## config.mk

```make
export PLATFORM = sky130hd
export DESIGN_NAME = q_meas_reg
export DESIGN_NICKNAME = d
export VERILOG_FILES = /design/src/rtl/q_meas_pkg.sv /design/src/rtl/q_meas_reg_wait_timer.sv /design/src/rtl/q_meas_reg.sv
export SDC_FILE = /design/constraint.sdc
export NUM_CORES = 1
export LEC_CHECK = 0
export BUFFER_PORTS_ARGS = -buffer_cell sky130_fd_sc_hd__clkbuf_2
export CAP_MARGIN = 20
export CORE_MARGIN = 2
export CORE_UTILIZATION = 38
export CTS_CLUSTER_DIAMETER = 60
export CTS_CLUSTER_SIZE = 24
export DETAILED_ROUTE_END_ITERATION = 12
export PLACE_DENSITY = 0.68
export REMOVE_ABC_BUFFERS = 1
export SETUP_SLACK_MARGIN = 0.3
export SYNTH_ARGS = -nofsm -noshare
export SYNTH_HDL_FRONTEND = slang
export SYNTH_SLANG_ARGS = --single-unit
```

## constraint.sdc

```tcl
create_clock -name clk -period 1.8 [get_ports clk]
set_input_delay 0.18 -clock clk [delete_from_list [all_inputs] [get_ports clk]]
set_output_delay 0.18 -clock clk [all_outputs]
set_load 0.01 [all_outputs]
```

## src/rtl/q_meas_pkg.sv

```systemverilog
// Shared types and defaults for the measurement-result register and its wait timer.
package q_meas_pkg;

   typedef enum logic {
      S_IDLE = 1'b0,
      S_WAIT = 1'b1
   } state_t;

   localparam int DEF_NUM_QUBITS = 8;
   localparam int DEF_TIMEOUT    = 1023;
   localparam int TIMER_W        = $clog2(DEF_TIMEOUT + 1);

endpackage

```

## src/rtl/q_meas_reg_wait_timer.sv

```systemverilog
// Wait-cycle counter: cleared when a read misses, counts while waiting, flags LIMIT.
module wait_timer
   import q_meas_pkg::*;
#(
   parameter int LIMIT = DEF_TIMEOUT
) (
   input  logic clk,
   input  logic rst_n,
   input  logic i_clear,
   input  logic i_enable,
   output logic o_done
);

   localparam logic [TIMER_W-1:0] LIMIT_V = TIMER_W'(LIMIT);

   logic [TIMER_W-1:0] r_count;

   // Saturates at LIMIT so a late enable can never wrap past the abort point.
   always_ff @(posedge clk or negedge rst_n) begin
      if (!rst_n) begin
         r_count <= '0;
      end else if (i_clear) begin
         r_count <= '0;
      end else if (i_enable && !o_done) begin
         r_count <= r_count + TIMER_W'(1);
      end
   end

   assign o_done = (r_count == LIMIT_V);

endmodule

```

## src/rtl/q_meas_reg.sv

```systemverilog
// Per-qubit measurement result store with a blocking read that stalls the core until
// the requested result arrives or the wait times out.
module q_meas_reg
   import q_meas_pkg::*;
#(
   parameter int NUM_QUBITS = DEF_NUM_QUBITS,
   parameter int QIDX_W     = 3,
   parameter int TIMEOUT    = DEF_TIMEOUT
) (
   input  logic                  clk,
   input  logic                  rst_n,
   input  logic                  i_meas_issue,
   input  logic [QIDX_W-1:0]     i_issue_qidx,
   input  logic                  i_meas_valid,
   input  logic [QIDX_W-1:0]     i_meas_qidx,
   input  logic                  i_meas_bit,
   input  logic                  i_rd_req,
   input  logic [QIDX_W-1:0]     i_rd_qidx,
   output logic                  o_stall,
   output logic                  o_rd_valid,
   output logic [63:0]           o_rd_data,
   output logic                  o_timeout,
   output logic [NUM_QUBITS-1:0] o_valid_vec
);

   state_t                r_state;
   logic [QIDX_W-1:0]     r_qidx;
   logic [NUM_QUBITS-1:0] r_res;
   logic [NUM_QUBITS-1:0] r_val;
   logic                  r_rd_valid;
   logic                  r_rd_bit;
   logic                  r_timeout;

   logic w_in_wait;
   logic w_byp;
   logic w_hit;
   logic w_hit_bit;
   logic w_miss;
   logic w_match;
   logic w_timer_done;

   assign w_in_wait = (r_state == S_WAIT);
   assign w_byp     = i_meas_valid && (i_meas_qidx == i_rd_qidx);
   assign w_hit     = r_val[i_rd_qidx] || w_byp;
   // A result arriving this cycle is fresher than the stored bit.
   assign w_hit_bit = w_byp ? i_meas_bit : r_res[i_rd_qidx];
   assign w_miss    = !w_in_wait && i_rd_req && !w_hit;
   assign w_match   = i_meas_valid && (i_meas_qidx == r_qidx);

   assign o_stall     = rst_n && (w_in_wait || w_miss);
   assign o_rd_valid  = r_rd_valid;
   assign o_rd_data   = {63'b0, r_rd_bit};
   assign o_timeout   = r_timeout;
   assign o_valid_vec = r_val;

   wait_timer #(
      .LIMIT(TIMEOUT)
   ) u_timer (
      .clk     (clk),
      .rst_n   (rst_n),
      .i_clear (w_miss),
      .i_enable(w_in_wait),
      .o_done  (w_timer_done)
   );

   // Issue is applied after the result so a same-cycle issue leaves val cleared.
   always_ff @(posedge clk or negedge rst_n) begin
      if (!rst_n) begin
         r_res <= '0;
         r_val <= '1;
      end else begin
         for (int q = 0; q < NUM_QUBITS; q++) begin
            if (i_meas_valid && (i_meas_qidx == QIDX_W'(q))) begin
               r_res[q] <= i_meas_bit;
               r_val[q] <= 1'b1;
            end
            if (i_meas_issue && (i_issue_qidx == QIDX_W'(q))) begin
               r_val[q] <= 1'b0;
            end
         end
      end
   end

   always_ff @(posedge clk or negedge rst_n) begin
      if (!rst_n) begin
         r_state    <= S_IDLE;
         r_qidx     <= '0;
         r_rd_valid <= 1'b0;
         r_rd_bit   <= 1'b0;
         r_timeout  <= 1'b0;
      end else begin
         r_rd_valid <= 1'b0;
         r_rd_bit   <= 1'b0;
         r_timeout  <= 1'b0;
         case (r_state)
            S_IDLE: begin
               if (i_rd_req) begin
                  if (w_hit) begin
                     r_rd_valid <= 1'b1;
                     r_rd_bit   <= w_hit_bit;
                  end else begin
                     r_qidx  <= i_rd_qidx;
                     r_state <= S_WAIT;
                  end
               end
            end
            S_WAIT: begin
               if (w_match) begin
                  r_rd_valid <= 1'b1;
                  r_rd_bit   <= i_meas_bit;
                  r_state    <= S_IDLE;
               end else if (w_timer_done) begin
                  r_rd_valid <= 1'b1;
                  r_timeout  <= 1'b1;
                  r_state    <= S_IDLE;
               end
            end
            default: r_state <= S_IDLE;
         endcase
      end
   end

endmodule

```

======== Word level (Yosys, flattened, before mapping) ========
Cells that the tools add are included.
operators by class
  multiply operators ...................... 0
  order comparisons ....................... 1
  add/sub/neg operators ................... 1
  reduce and logical (&&, ||, !) cells .... 39
  equal/unequal tests ..................... 17
  bitwise logic cells ..................... 2
  shift operators ......................... 0
  divide/modulo/power cells ............... 0
  mux-type cells .......................... 39
operators by type and width
  operator                                                    number
  2-to-1 mux 1 bit                                            32
  equality test 3 bit, second input constant                  8
  logical AND 1 bit                                           22
  2-to-1 mux 10 bit                                           2
  nonzero test 2 bit                                          9
  equality test 3 x 2 -> 1 bit, second input constant         4
  adder 10 x 1 -> 10 bit, second input constant               1
  equality test 10 bit, second input constant                 1
  binary-select mux 1 bit (select 3 bit)                      2
  equality test 3 x 1 -> 1 bit, second input constant         2
  equality test 3 bit                                         2
  logical NOT 3 bit                                           2
  case mux 1 bit (2 select lines)                             3
  less-than comparator 3 x 4 -> 1 bit, second input constant  1
  logical NOT 1 bit                                           3
  AND reduction 3 bit                                         1
  logical OR 1 bit                                            2
  inverter 1 bit                                              2
storage, ports and cells
  output and inout port bits .............. 75
  RAM bits ................................ 0
  logic and storage cells ................. 121
  input bits .............................. 15
  memory bits (read-only) ................. 0
  bits in latches ......................... 0
  memories ................................ 0
  register bits after elaboration ......... 33

======== Logic depth before layout (Yosys ltp) ========
  depth after elaboration ................. 7
  depth in mapped cells ................... 6

======== Cells and area by module ========
From an unflattened synthesis, not the netlist that was laid out.
unflattened totals
  cell total of the unflattened synthesis .. 222
  area total of the unflattened synthesis .. 2252.2 um^2
by module, submodules not included
  module      cells each  instances  area an instance (um^2)  sequential area each (um^2)
  q_meas_reg  166         1          1686.6                   585.6
  wait_timer  56          1          565.5                    250.2

======== Least setup slack after synthesis ========
No wires, ideal clock.
  path kind ............................... register to register
  from .................................... register r_val[3], in the netlist o_valid_vec[3]
  to ...................................... register r_qidx[2]
  clock period less this slack ............ 1795 ps
  arrival ................................. 1670 ps
  path slack .............................. 5 ps
  stages on the path, launching flop included .. 6
  required time ........................... 1675 ps
  setup time .............................. 125 ps
  path through ............................ dfstp_2 > mux2i_1 > mux4_2 > and3_4 > buf_6 > mux2_4
on the way
  word-level cells in the longest chain between the ends .. 5
ends and longest elaborated chain
  what                                    line               source
  start, declared                         q_meas_reg.sv:29   logic [NUM_QUBITS-1:0] r_val;
  start signal, assigned                  q_meas_reg.sv:70   r_val <= '1;
  start signal, assigned by index         q_meas_reg.sv:75   r_val[q] <= 1'b1;
  start signal, assigned by index         q_meas_reg.sv:78   r_val[q] <= 1'b0;
  binary-select mux 1 bit (select 3 bit)  q_meas_reg.sv:44   assign w_hit = r_val[i_rd_qidx] || w_byp;
  2-to-1 mux 1 bit (implied by the code)  q_meas_reg.sv:44
  logical OR 1 bit                        q_meas_reg.sv:44
  inverter 1 bit (no line)                -
  AND reduction 3 bit (no line)           -
  end signal, assigned                    q_meas_reg.sv:102  r_qidx <= i_rd_qidx;
  end, declared                           q_meas_reg.sv:27   logic [QIDX_W-1:0] r_qidx;
No other way between the ends. The select of a mux whose other input is x is not followed.
A chain may end at the register's enable or synchronous reset.

======== Final worst setup path ========
  from .................................... register r_val[5], in the netlist o_valid_vec[5]
  to ...................................... output port o_stall
on the way
  word-level cells in the longest chain between the ends .. 7
ends and longest elaborated chain
  what                                    line              source
  binary-select mux 1 bit (select 3 bit)  q_meas_reg.sv:44
  2-to-1 mux 1 bit (implied by the code)  q_meas_reg.sv:44
  logical OR 1 bit                        q_meas_reg.sv:44
  logical NOT 1 bit                       q_meas_reg.sv:47  assign w_miss = !w_in_wait && i_rd_req && !w_hit;
  logical AND 1 bit                       q_meas_reg.sv:47
  logical OR 1 bit                        q_meas_reg.sv:50  assign o_stall = rst_n && (w_in_wait || w_miss);
  logical AND 1 bit                       q_meas_reg.sv:50
  end, declared                           q_meas_reg.sv:19  output logic o_stall,
No other way between the ends. The select of a mux whose other input is x is not followed.

==> run summary <==
Combinational Power Share: 0.360
Power Density: 1160 nW/um2
N_diodes: 0
Top cell type's share of synthesized area: 0.284
Initial antenna violation count: 0
Switching part of the total: 0.331
Maximum clock insertion buffer count: 2
Delay of the slowest critical-path stage: 0.54 ns
Mux contribution to synthesized area: 0.119
TritonCTS clock tree: yes
Ports: 90
Initial core utilization: 0.398
CP Data Arrival Time: 1.74 ns
Placed Cells incl. Taps: 317
Pint: 1.97 mW
Post-synthesis xor/xnor area fraction: 0.0358
Worst Tran Pin Value: 0.481 ns
Core footprint: 5540 um2
Wire per inst: 13.2 um
Post-synthesis cell count: 219
CP Cell Sequence: mux2i_1 -> mux4_2 -> nand2_4 -> o21ai_1 -> clkbuf_2
Post-route DRC: 0
Via Count: 1617
# fillers: 526
Hpwl dp: 3230 um
Largest family of logic cells by synthesized area: buffers and inverters
Clk_skew: 0.0101 ns
Setup violation total in the final timing report: 11
Peak VDD IR: 458 uV
GPL Wtd Cong: 0.794
Sequential share of power: 0.392
Fin crit period: 1.92 ns
Die ar.: 6420 um2
Status: finished, violations left
Final slew viol count: 0
Reg clk slew, reported paths: 0.07 ns
Largest net degree at the start of global routing: 26
Clock root cell: clkbuf_8
Die Ht: 80.1 um
Final number of hold-violating endpoints: 0
Synthesized area: 2200 um2
Clock sinks: 33
Endpoint class of the critical path: primary output
Share of layout cells above drive strength 1: 0.337
Synthesis-stage register bit count: 33
Violated checks: setup timing
Setup ws final: -0.117 ns
Critical path data required time: 1.62 ns
Crit-path max FO: 2
Crit Path Category: flop to primary output
Area Overhead vs Synth: 14.8%
H-tree levels: 2
Number of vias per cell: 4.73
Global-route wire length before repair: 7260 um
Final period utilization: 1.06
Num CTS Buffers: 5
Post-layout util: 0.457
Clock network power share: 0.248
Clock Latency Late Sink: 0.29 ns
GR Overflow Total: 0
Sequential share of the synthesized area: 0.379
Final nets: 285
Die width: 80.1 um
Max_cap viols: 0
Worst rel slew slack: 0.671
Startpoint types: flop
Adder-cell area share of the yosys netlist: 0.00568
I/O Buffers: 26
Multi-input logic area: 1130 um2
Hold Crit Class: primary input to flop
Cell row count: 27
Yosys warns: 0
Vias in the first global route: 1531
RSZ-0062 raised after global routing: yes
Synth Area in Compound Gates: 0.0880
Routed Antenna Nets: 0
Netlist cell types: 42
Psw: 0.971 mW
Average size of a mapped cell: 10.1 um2
GRT Overall Usage: 0.147
Storage element area: 837 um2
Pre-CTS setup slack: 0.0380 ns
Leak: 1.22 nW
Drt first pass iters: 4
Synth area leaders: dfrtp_1 (28%), buf_4 (22%), dfstp_2 (9.5%), mux2_2 (5.1%), xnor2_1 (3.6%)
Yosys top cell by area: dfrtp_1
Simple-gate share of the synthesized area: 0.123
CP max-delay cell: dfstp_2
Fin cells: 342
Wirelength, routed: 4520 um
Initial DRC count: 75
F_max: 522 MHz
## stage by stage
step | setup TNS, ns | cell area, um2 | hold slack, ns | power (mW)
finish | -0.744 | 2530 | 0.122 | 2.94
floorplan | 0 | 1920 | -0.116 | 1.67
global route | -1.38 | 2530 | 0.123 | 3.10
detailed placement | 0 | 2190 | 0.0706 | 1.97
CTS | -0.278 | 2460 | 0.103 | 2.84
global placement | 0 | 2190 | 0.0688 | 1.94
## synthesized netlist by cell type, drive strengths merged
master,count
a2111oi,1
a211oi,3
a21oi,4
a22o,1
a311oi,1
a31o,1
a31oi,4
a32oi,1
and2,1
and3,3
and4,2
buf,66
clkbuf,3
conb,1
dfrtp,25
dfstp,8
ha,1
inv,8
mux2,11
mux2i,6
mux4,3
nand2,10
nand2b,4
nand3,2
nand4,7
nand4b,1
nor2,13
nor2b,2
nor3,6
nor3b,1
o211ai,1
o21ai,1
o21bai,1
o221a,1
o22ai,2
o2bb2ai,1
o32a,3
xnor2,9
## registers in the layout (all words and copies together) (netlist names)
name             flops
o_rd_valid           1
r_qidx               3
r_res                8
u_timer.r_count     10
r_state              1
r_rd_bit             1
o_timeout            1
o_valid_vec          8
## critical path: cells and delay by family, from the launching register on
family | cells | cell delay (ns)
muxes | 2 | 0.61
DFF | 1 | 0.54
buffers and inverters | 1 | 0.12
and+or+nand+nor | 1 | 0.11
AOI/OAI and AO/OA | 1 | 0.07
## per-layer routing
layer | vias up | wire, um | global-route usage
met5 | - | 0 | 0
met4 | 0 | 98 | 0.0746
met3 | 9 | 255 | 0.0337
met2 | 75 | 2220 | 0.243
met1 | 795 | 1950 | 0.179
li1 | 738 | - | -
## final timing paths
kind / slack, ns / end / start / depth (start not counted)
max: -0.12 / o_stall / o_valid_vec[5] / 5
min: 0.12 / o_valid_vec[2] / i_issue_qidx[1] / 2
max in group asynchronous: 0.57 / u_timer.r_count[0] / rst_n / 3
max reg2reg: -0.11 / r_qidx[2] / o_valid_vec[5] / 5
min in group asynchronous: 0.49 / u_timer.r_count[5] / rst_n / 3
min reg2reg: 0.50 / r_res[4] / r_res[4] / 1
## placed cells by master, fill, tap and decap left out, types with 2 or more instances in the layout
master,n
nor2_1,10
nor2_2,3
mux2_2,10
a31oi_1,4
dlygate4sd3_1,2
nand2b_1,4
a21oi_1,4
clkbuf_2,26
nor3_1,3
nand2_1,9
nor2b_1,2
dfrtp_1,24
inv_1,8
nand4_1,7
mux4_1,2
and3_1,2
buf_6,3
mux2i_1,6
o32a_1,3
buf_4,19
a211oi_1,2
nor3_4,2
clkbuf_8,6
dfstp_2,8
conb_1,63
nand3_1,2
xnor2_1,9
## final cells by class
type / count / share of cell area
Inverter: 8 / 0.0119
Timing Repair Buffer: 50 / 0.129
Tap cell: 72 / 0.0356
Clock inverter: 1 / 0.0119
Clock buffer: 7 / 0.0341
Multi-Input combinational cell: 171 / 0.447
Sequential cell: 33 / 0.331
## cell families (layout without fill, tap and decap cells)
group | Yosys count | count (layout)
flops | 33 | 33
simple gates | 52 | 52
xor+xnor | 9 | 9
fa+ha+maj | 1 | 1
other cells | 1 | 63
mux | 20 | 20
buf+inv | 77 | 66
compound gates | 26 | 26
## repair_timing
| action | CTS | global route |
|---|---|---|
| resized for setup | 11 | 11 |
| hold buffers | 2 | 0 |
| hold endpoints to repair | 8 | 0 |
| setup endpoints to repair | 17 | 18 |
| buffers inserted | 12 | 3 |
| pin swaps | 2 | 1 |
## power groups by stage
stage	clock network, mW	logic (mW)	registers (mW)
floorplan	0	0.524	1.15
global placement	0	0.794	1.15
detailed placement	0	0.815	1.16
CTS	0.739	0.965	1.14
global route	0.770	1.16	1.17
finish	0.729	1.06	1.15
Power figures use the tool's default switching activity.
